$ cat config.mk
export PLATFORM = sky130hd
export DESIGN_NAME = alu_op_sequencer_flat
export DESIGN_NICKNAME = d
export VERILOG_FILES = /design/src/rtl/alu_op_sequencer_if.sv /design/src/rtl/alu_op_sequencer.sv /design/src/flat_wrapper.sv
export SDC_FILE = /design/constraint.sdc
export NUM_CORES = 1
export LEC_CHECK = 0
export BUFFER_PORTS_ARGS = -buffer_cell sky130_fd_sc_hd__buf_2
export CORE_AREA = 8 8 132 73
export CTS_BUF_LIST = sky130_fd_sc_hd__clkbuf_4 sky130_fd_sc_hd__clkbuf_8 sky130_fd_sc_hd__clkbuf_16
export CTS_CLUSTER_DIAMETER = 150
export DETAILED_ROUTE_END_ITERATION = 6
export DIE_AREA = 0 0 140 81
export GPL_ROUTABILITY_DRIVEN = 0
export HOLD_SLACK_MARGIN = 0.05
export PLACE_DENSITY = 0.8
export SLEW_MARGIN = 10
export SYNTH_ARGS = -nofsm -noshare
export SYNTH_HDL_FRONTEND = slang
export SYNTH_SLANG_ARGS = --single-unit
$ cat constraint.sdc
create_clock -name clk -period 2 [get_ports clk]
set_input_delay 0.4 -clock clk [delete_from_list [all_inputs] [get_ports clk]]
set_output_delay 0.4 -clock clk [all_outputs]
set_load 0.02 [all_outputs]
$ cat src/rtl/alu_op_sequencer_if.sv
// Interface between alu_op_sequencer and its environment.
// The sequencer uses the master modport. The ALU, the mux and the controlling
// logic use the slave modport.
// Optional macro ALU_SEQ_ZERO_FLAG_EN adds the zero_flags signal.
interface alu_op_sequencer_if #(
    parameter int N = 4
);
    logic         start;
    logic [9:0]   op_mask;
    logic [N:0]   q_in;
    logic [3:0]   alu_control;
    logic         busy;
    logic         done;
    logic [9:0]   valid;
    logic [3:0]   rd_sel;
    logic [N:0]   rd_data;
`ifdef ALU_SEQ_ZERO_FLAG_EN
    logic [9:0]   zero_flags;
`endif

    modport master (
        input  start, op_mask, q_in, rd_sel,
        output alu_control, busy, done, valid, rd_data
`ifdef ALU_SEQ_ZERO_FLAG_EN
        , output zero_flags
`endif
    );

    modport slave (
        output start, op_mask, q_in, rd_sel,
        input  alu_control, busy, done, valid, rd_data
`ifdef ALU_SEQ_ZERO_FLAG_EN
        , input zero_flags
`endif
    );
endinterface

$ cat src/rtl/alu_op_sequencer.sv
// alu_op_sequencer: steps the ALU result-mux select through the requested
// operation codes in ascending order. It holds each code for SETTLE cycles,
// then captures Q into a 10-entry result bank.
// Optional macro ALU_SEQ_ZERO_FLAG_EN adds per-op zero flags (bus.zero_flags).
module alu_op_sequencer #(
    parameter int N      = 4,
    parameter int SETTLE = 1
) (
    input logic              clk,
    input logic              rst,
    alu_op_sequencer_if.master bus
);
    typedef enum logic [1:0] {ST_IDLE, ST_SETTLE, ST_CAPTURE, ST_DONE} state_t;

    localparam logic [3:0] SETTLE_LAST = (SETTLE == 0) ? 4'd0 : 4'(SETTLE - 1);
    localparam state_t     FIRST_ST    = (SETTLE == 0) ? ST_CAPTURE : ST_SETTLE;

    state_t     state;
    state_t     state_nxt;
    logic [N:0] bank [10];
    logic [9:0] mask_r;
    logic [3:0] cnt;
    logic [3:0] first_idx;
    logic [3:0] next_idx;
    logic       has_first;
    logic       has_next;

    // Lowest requested code in the incoming mask, and the next requested code
    // above the current one in the latched mask.
    always_comb begin
        first_idx = '0;
        has_first = 1'b0;
        next_idx  = '0;
        has_next  = 1'b0;
        for (int unsigned i = 0; i < 10; i++) begin
            if (bus.op_mask[i] && !has_first) begin
                first_idx = 4'(i);
                has_first = 1'b1;
            end
            if (mask_r[i] && (4'(i) > bus.alu_control) && !has_next) begin
                next_idx = 4'(i);
                has_next = 1'b1;
            end
        end
    end

    // State register.
    always_ff @(posedge clk) begin
        if (rst) state <= ST_IDLE;
        else     state <= state_nxt;
    end

    // Next-state logic.
    always_comb begin
        state_nxt = state;
        case (state)
            ST_IDLE: begin
                if (bus.start) state_nxt = has_first ? FIRST_ST : ST_DONE;
            end
            ST_SETTLE: begin
                if (cnt == SETTLE_LAST) state_nxt = ST_CAPTURE;
            end
            ST_CAPTURE: begin
                state_nxt = has_next ? FIRST_ST : ST_DONE;
            end
            ST_DONE: begin
                state_nxt = ST_IDLE;
            end
            default: state_nxt = ST_IDLE;
        endcase
    end

    // Status outputs decoded from state.
    always_comb begin
        bus.busy = (state != ST_IDLE);
        bus.done = (state == ST_DONE);
    end

    // Select, counter, mask, bank and valid bookkeeping.
    always_ff @(posedge clk) begin
        if (rst) begin
            bus.alu_control <= '0;
            bus.valid       <= '0;
            mask_r          <= '0;
            cnt             <= '0;
            for (int unsigned i = 0; i < 10; i++) bank[i] <= '0;
`ifdef ALU_SEQ_ZERO_FLAG_EN
            bus.zero_flags  <= '0;
`endif
        end else begin
            case (state)
                ST_IDLE: begin
                    if (bus.start) begin
                        bus.valid <= '0;
`ifdef ALU_SEQ_ZERO_FLAG_EN
                        bus.zero_flags <= '0;
`endif
                        if (has_first) begin
                            mask_r          <= bus.op_mask;
                            bus.alu_control <= first_idx;
                            cnt             <= '0;
                        end
                    end
                end
                ST_SETTLE: begin
                    cnt <= cnt + 4'd1;
                end
                ST_CAPTURE: begin
                    bank[bus.alu_control]      <= bus.q_in;
                    bus.valid[bus.alu_control] <= 1'b1;
`ifdef ALU_SEQ_ZERO_FLAG_EN
                    bus.zero_flags[bus.alu_control] <= (bus.q_in == '0);
`endif
                    if (has_next) begin
                        bus.alu_control <= next_idx;
                        cnt             <= '0;
                    end
                end
                ST_DONE: begin
                    bus.alu_control <= '0;
                end
                default: ;
            endcase
        end
    end

    // Combinational bank read port; out-of-range indices read as zero.
    always_comb begin
        bus.rd_data = (bus.rd_sel < 4'd10) ? bank[bus.rd_sel] : '0;
    end
endmodule
$ cat src/flat_wrapper.sv
// flat-port wrapper written by rule: the top's interface ports become plain ports
module alu_op_sequencer_flat 
#(
    parameter int N      = 4,
    parameter int SETTLE = 1
)
  (clk, rst, bus_start, bus_op_mask, bus_q_in, bus_rd_sel, bus_alu_control, bus_busy, bus_done, bus_valid, bus_rd_data);
  alu_op_sequencer_if #(.N(N)) bus_i ();
  input logic clk;
  input logic rst;
  input wire logic [$bits(bus_i.start)-1:0] bus_start;
  input wire logic [$bits(bus_i.op_mask)-1:0] bus_op_mask;
  input wire logic [$bits(bus_i.q_in)-1:0] bus_q_in;
  input wire logic [$bits(bus_i.rd_sel)-1:0] bus_rd_sel;
  output wire logic [$bits(bus_i.alu_control)-1:0] bus_alu_control;
  output wire logic [$bits(bus_i.busy)-1:0] bus_busy;
  output wire logic [$bits(bus_i.done)-1:0] bus_done;
  output wire logic [$bits(bus_i.valid)-1:0] bus_valid;
  output wire logic [$bits(bus_i.rd_data)-1:0] bus_rd_data;
  assign bus_i.start = bus_start;
  assign bus_i.op_mask = bus_op_mask;
  assign bus_i.q_in = bus_q_in;
  assign bus_i.rd_sel = bus_rd_sel;
  assign bus_alu_control = bus_i.alu_control;
  assign bus_busy = bus_i.busy;
  assign bus_done = bus_i.done;
  assign bus_valid = bus_i.valid;
  assign bus_rd_data = bus_i.rd_data;
  alu_op_sequencer #(.N(N), .SETTLE(SETTLE)) u_core (.clk(clk), .rst(rst), .bus(bus_i));
endmodule
Word-level counts from Yosys, hierarchy flattened. Memories as Yosys holds them, arrays and structs flattened. Cells that the tools add are included.

Flip-flop bits (word level): 30. Bits in latches: 0. Memory bits (writable): 50. ROM bits: 0. Bits of input ports: 22. Output and inout port bits: 21. Word-level logic and storage cells: 151. Memories: 1.

$add $sub $neg: 1. $mul: 0. Divide/modulo/power cells: 0. Magnitude comparators: 13. Eq/ne operators: 7. Shift-type cells: 0. Multiplexer cells: 64. Bitwise operators: 1. Reduce and logical (&&, ||, !) cells: 59.

Memory list: u_core.bank (depth 10, bits a word 5, rd ports 1, clocked after Yosys merged registers in 0, write ports 10, RTL line alu_op_sequencer.sv:20) `logic [N:0] bank [10];`.

Operators by type and width (number): $mux 4 (11); $logic_and 1x1->1 (29); $mux 1 (29); $mux 3 (8); $pmux 4 s3 (2); $pmux 10 s2 (1); $logic_not 1->1 (18); $gt 3x4->1 const A (4); $mux 2 (8); $mux 10 (1); $mux 5 (2); $or 10x10->10 (1); $gt 1x4->1 const A (2); $gt 2x4->1 const A (2); $gt 4x4->1 const A (2); $pmux 2 s4 (1); $reduce_and 4->1 (2); $ne 2x1->1 const B (3); $reduce_bool 3->1 (2); $lt 4x5->1 const B (1); $reduce_or 5->1 (1); $add 4x1->4 const B (1); $demux 1 s4 (1); $eq 2x2->1 const B (2); other kinds (9) (11).

Depth between registers and ports, before layout.
Depth in word-level cells: 32. Mapped depth: 7. Mapped depth without buffers: 6.

Worst setup path before layout. Ideal clock, no wire load.

Path type: input to output. Start: input bus_rd_sel[0]. End: output bus_rd_data[0]. Arrival time: 1.707 ns. Data required time: 1.600 ns. Path slack: -0.107 ns. Cell stages on the path: 7. Buffers on the path: 2. Cell sequence: buf_2 > buf_2 > mux4_2 > inv_1 > o22ai_1 > nor2_1 > a21oi_1.

Longest elaborated chain between the ends: 2. Elaborated cells on any way between the ends: 3. Those cells by class: order compare (1); mux (1); memory (1).

Ends and longest elaborated chain: from (decl) (RTL line flat_wrapper.sv:14) `input wire logic [$bits(bus_i.rd_sel)-1:0] bus_rd_sel;`; $mem_v2 10x5 or $lt 4x4->1 (tied branches); $mux 5 * (RTL line alu_op_sequencer.sv:129) `bus.rd_data = (bus.rd_sel < 4'd10) ? bank[bus.rd_sel] : '0;`; to (decl) (RTL line flat_wrapper.sv:19) `output wire logic [$bits(bus_i.rd_data)-1:0] bus_rd_data;`.

Mark *: on every way between the ends. The rest lies on a longest branch, timed or not.

Worst setup path in the final report.
Start: memory u_core.bank[9][2] (netlist bit). End: output bus_rd_data[2].

Longest elaborated chain between the ends: 2.

Ends and longest elaborated chain (RTL line): from (decl) (alu_op_sequencer.sv:20); $mem_v2 10x5; $mux 5 (alu_op_sequencer.sv:129).

Every way passes these cells.

==> results by group <==
Finish
  – Area occupied by multi-input gates: 1715 sq um
  – Syn-to-layout area delta: 21.27%
  – Ant. Diodes: 0
  – Total area of sequential cells: 2086 sq um
  – Share of layout cells above drive strength 1: 29.61%
  – Fin cells: 556
  – Final net count: 475
  – Filler instances: 629

Floorplanning
  – Initial Util: 50.79%
  – Die Y: 81 um
  – Ports: 43
  – Die W: 140 um
  – Row count: 23
  – Core ar.: 7712 sq um
  – Die ar.: 11340 sq um

Synthesis
  – Yosys cell types: 53
  – #FFs+latches synth: 79
  – Mean cell area of the mapped netlist: 10.10 sq um
  – Seq/Total Area, Yosys: 53.15%
  – Synth area leader: edfxtp_1
  – Yosys warns: 0
  – Synth top area share: 38.33%
  – Synth area leaders: edfxtp_1 38%, dfxtp_1 15%, nor2_1 7.1%
  – Post-Syn Area: 3918 sq um
  – Most common cell in the netlist: nor2_1
  – Asr flop ratio synth: 0%
  – Syn Nets: 412
  – Post-synth top flop: edfxtp_1
  – Gate count after technology mapping: 388
  – Post-synth top cells: 74 x nor2_1, 50 x edfxtp_1, 35 x nand2_1
  – Post-synth EDFFs: 50

Route
  – Wl on met1: 4.805 mm
  – Router iterations before antenna repair: 5
  – DRC: 0
  – Metal3 WL: 1.310 mm
  – Via Count: 3274
  – DR WL met2: 4.626 mm
  – Drt wl/cell: 19.67 um
  – DRT iter0 DRCs: 562
  – Antenna-violating nets left: 0
  – Top layer in use: met4
  – DR vias/cell: 5.888
  – Detailed Route WL: 10.94 mm

Clock network
  – CTS tree: built
  – Reg clk slew, reported paths: 0.06 ns
  – H-Tree Level Count: 3
  – TritonCTS Buffers: 9
  – Worst skew pair latency: 0.35 ns
  – Clock sink count: 79
  – CTS root buf: clkbuf_16
  – CTS Buffer Depth: 2

Hold path
  – Worst Hold Class: input port to flip-flop
  – Worst Min Path Start: bus_op_mask[3]
  – Hold Path End: u_core.mask_r[3]
  – Min-Delay Path Depth: 3

Critical path
  – FF-to-FF End: u_core.bus.alu_control[0]
  – R2r worst-path depth: 6
  – CP Data Required Time: 1.60 ns
  – Worst-path fanout max: 1
  – FF-to-FF Start: u_core.bus.alu_control[0]
  – CP arrival: 1.77 ns
  – Setup Crit Path Kind: flip-flop to output port
  – R2r setup slk: 0.10 ns
  – Critical path capture point type: output port
  – Crit start category: flip-flop

Pwr
  – PwrDens: 833.3 nW/um^2
  – Net Switching: 1067 uW
  – Logic pwr share: 14.3%
  – Reg power frac: 46.7%
  – Internal power: 2892 uW
  – Sw Share: 26.96%
  – Clock power frac: 38.9%
  – Peak supply drop: 0.4994 mV
  – Total power: 3959 uW
  – Leakage: 0.001866 uW

Status
  – Failing checks: negative setup slack
  – Status: complete, but fails checks

Run
  – Max-cap violation count: 0

STA
  – Final setup violation count: 5
  – Slew Limit Headroom: 67.21%
  – Skew final: 0.009328 ns
  – Fmax: 460.7 MHz
  – Tmin final: 2.171 ns
  – Tcrit/Tclk final: 108.5%
  – Final-report max-slew violation count: 0
  – Worst setup margin: -0.1705 ns
  – RSZ-0062 raised after global routing: yes
  – Endpoints failing hold: 0
  – Worst-margin pin slew: 0.4873 ns

Placement
  – Pre-CTS setup slack: -0.1162 ns
  – PortBufs: 42
  – Cells after DPL: 540
  – Post-DP HPWL: 7.939 mm

GRT
  – Grt ovf: 0
  – GRT Overall Usage: 20.04%
  – Vias in the first global route: 3094
  – Initial antenna violation count: 0
  – First-pass GRT wire length: 17.21 mm
  – Largest net degree at the start of global routing: 43
==> worst max-delay path by stage <==
stage                           start        endpoint  slack, ns
floorplan               bus_rd_sel[0]  bus_rd_data[0]       0.02
global placement        bus_rd_sel[0]  bus_rd_data[0]      -0.05
detailed placement      bus_rd_sel[0]  bus_rd_data[0]      -0.12
CTS                 u_core.bank[9][2]  bus_rd_data[2]      -0.15
global route        u_core.bank[9][2]  bus_rd_data[2]      -0.23
finish              u_core.bank[9][2]  bus_rd_data[2]      -0.17
==> layout by cell type, fill, tap and decap left out, types with 3 or more instances in the layout <==
cell type	n
and2_1	6
inv_2	5
nand3_1	6
edfxtp_1	50
o21ai_0	8
dfxtp_2	3
a22oi_1	3
nor3_1	5
mux2i_1	7
nor4_1	3
nor2_1	73
a311oi_1	3
a31oi_1	3
mux4_2	10
a21oi_2	7
buf_2	36
dfxtp_1	26
nor2b_1	10
a21oi_1	24
o22ai_1	3
nand2_1	35
or2_2	10
inv_1	13
buf_6	4
buf_4	31
clkbuf_16	9
nand2b_1	13
==> cell families (layout without fill, tap and decap cells) <==
family	count (synthesis)	after routing	synth area share, %
compound gates	78	78	12.87
xor+xnor	2	2	0.4472
fa+ha+maj	2	2	0.6387
buf+inv	38	106	4.152
flops	79	79	53.15
mux	18	18	7.825
simple gates	171	171	20.92
==> per-layer routing <==
metal,GRT usage (%),vias up
li1,-,1504
met1,27.27,1568
met2,29.08,182
met3,6.842,20
met4,7.841,0
met5,0,-
==> stage by stage <==
step,hold slack (ns),TNS [ns],area (sq um),util [%]
floorplan,0.4318,0,3943,-
global placement,0.4489,-0.1949,4414,57.24
detailed placement,0.4494,-0.4551,4414,57.24
CTS,0.3126,-0.5142,4715,61.13
global route,0.3197,-0.8923,4751,61.60
finish,0.3156,-0.5976,4751,61.60
==> critical path, cell delays in order, from the launching register on <==
cell and delay, ns:
edfxtp_1 0.41, mux4_2 0.50, inv_2 0.07, o22ai_2 0.07
nor2_2 0.17, a21oi_2 0.06, buf_6 0.14
==> power by group through the flow <==
stage	combinational, uW	clock [uW]	sequential, uW
2_1_floorplan	349	0	1860
3_3_place_gp	513	0	1880
3_5_place_dp	526	0	1880
4_1_cts	542	1550	1850
5_1_grt	614	1630	1860
6_report	567	1540	1850
==> timing repair <==
| item | in CTS | in global routing |
|---|---|---|
| hold buffers | 0 | 0 |
| pin swaps | 1 | 4 |
| buffers inserted | 0 | 0 |
| setup endpoints to repair | 5 | 19 |
| resized for setup | 7 | 17 |
==> cell type report <==
cell class,count,share of cell area (%)
Clock inverter,6,0.9745
Inverter,18,1.422
Clock buffer,10,4.899
Sequential cell,79,43.90
Tap cell,100,2.634
Multi-Input combinational cell,271,36.11
Timing Repair Buffer,72,10.06
==> registers in the layout, indices dropped and copies added, names as in the netlist <==
name / flops
u_core.bank: 50
u_core.state: 2
u_core.bus.valid: 10
u_core.mask_r: 9
u_core.bus.alu_control: 4
u_core.cnt: 4
(Power assumes the default switching activity.)
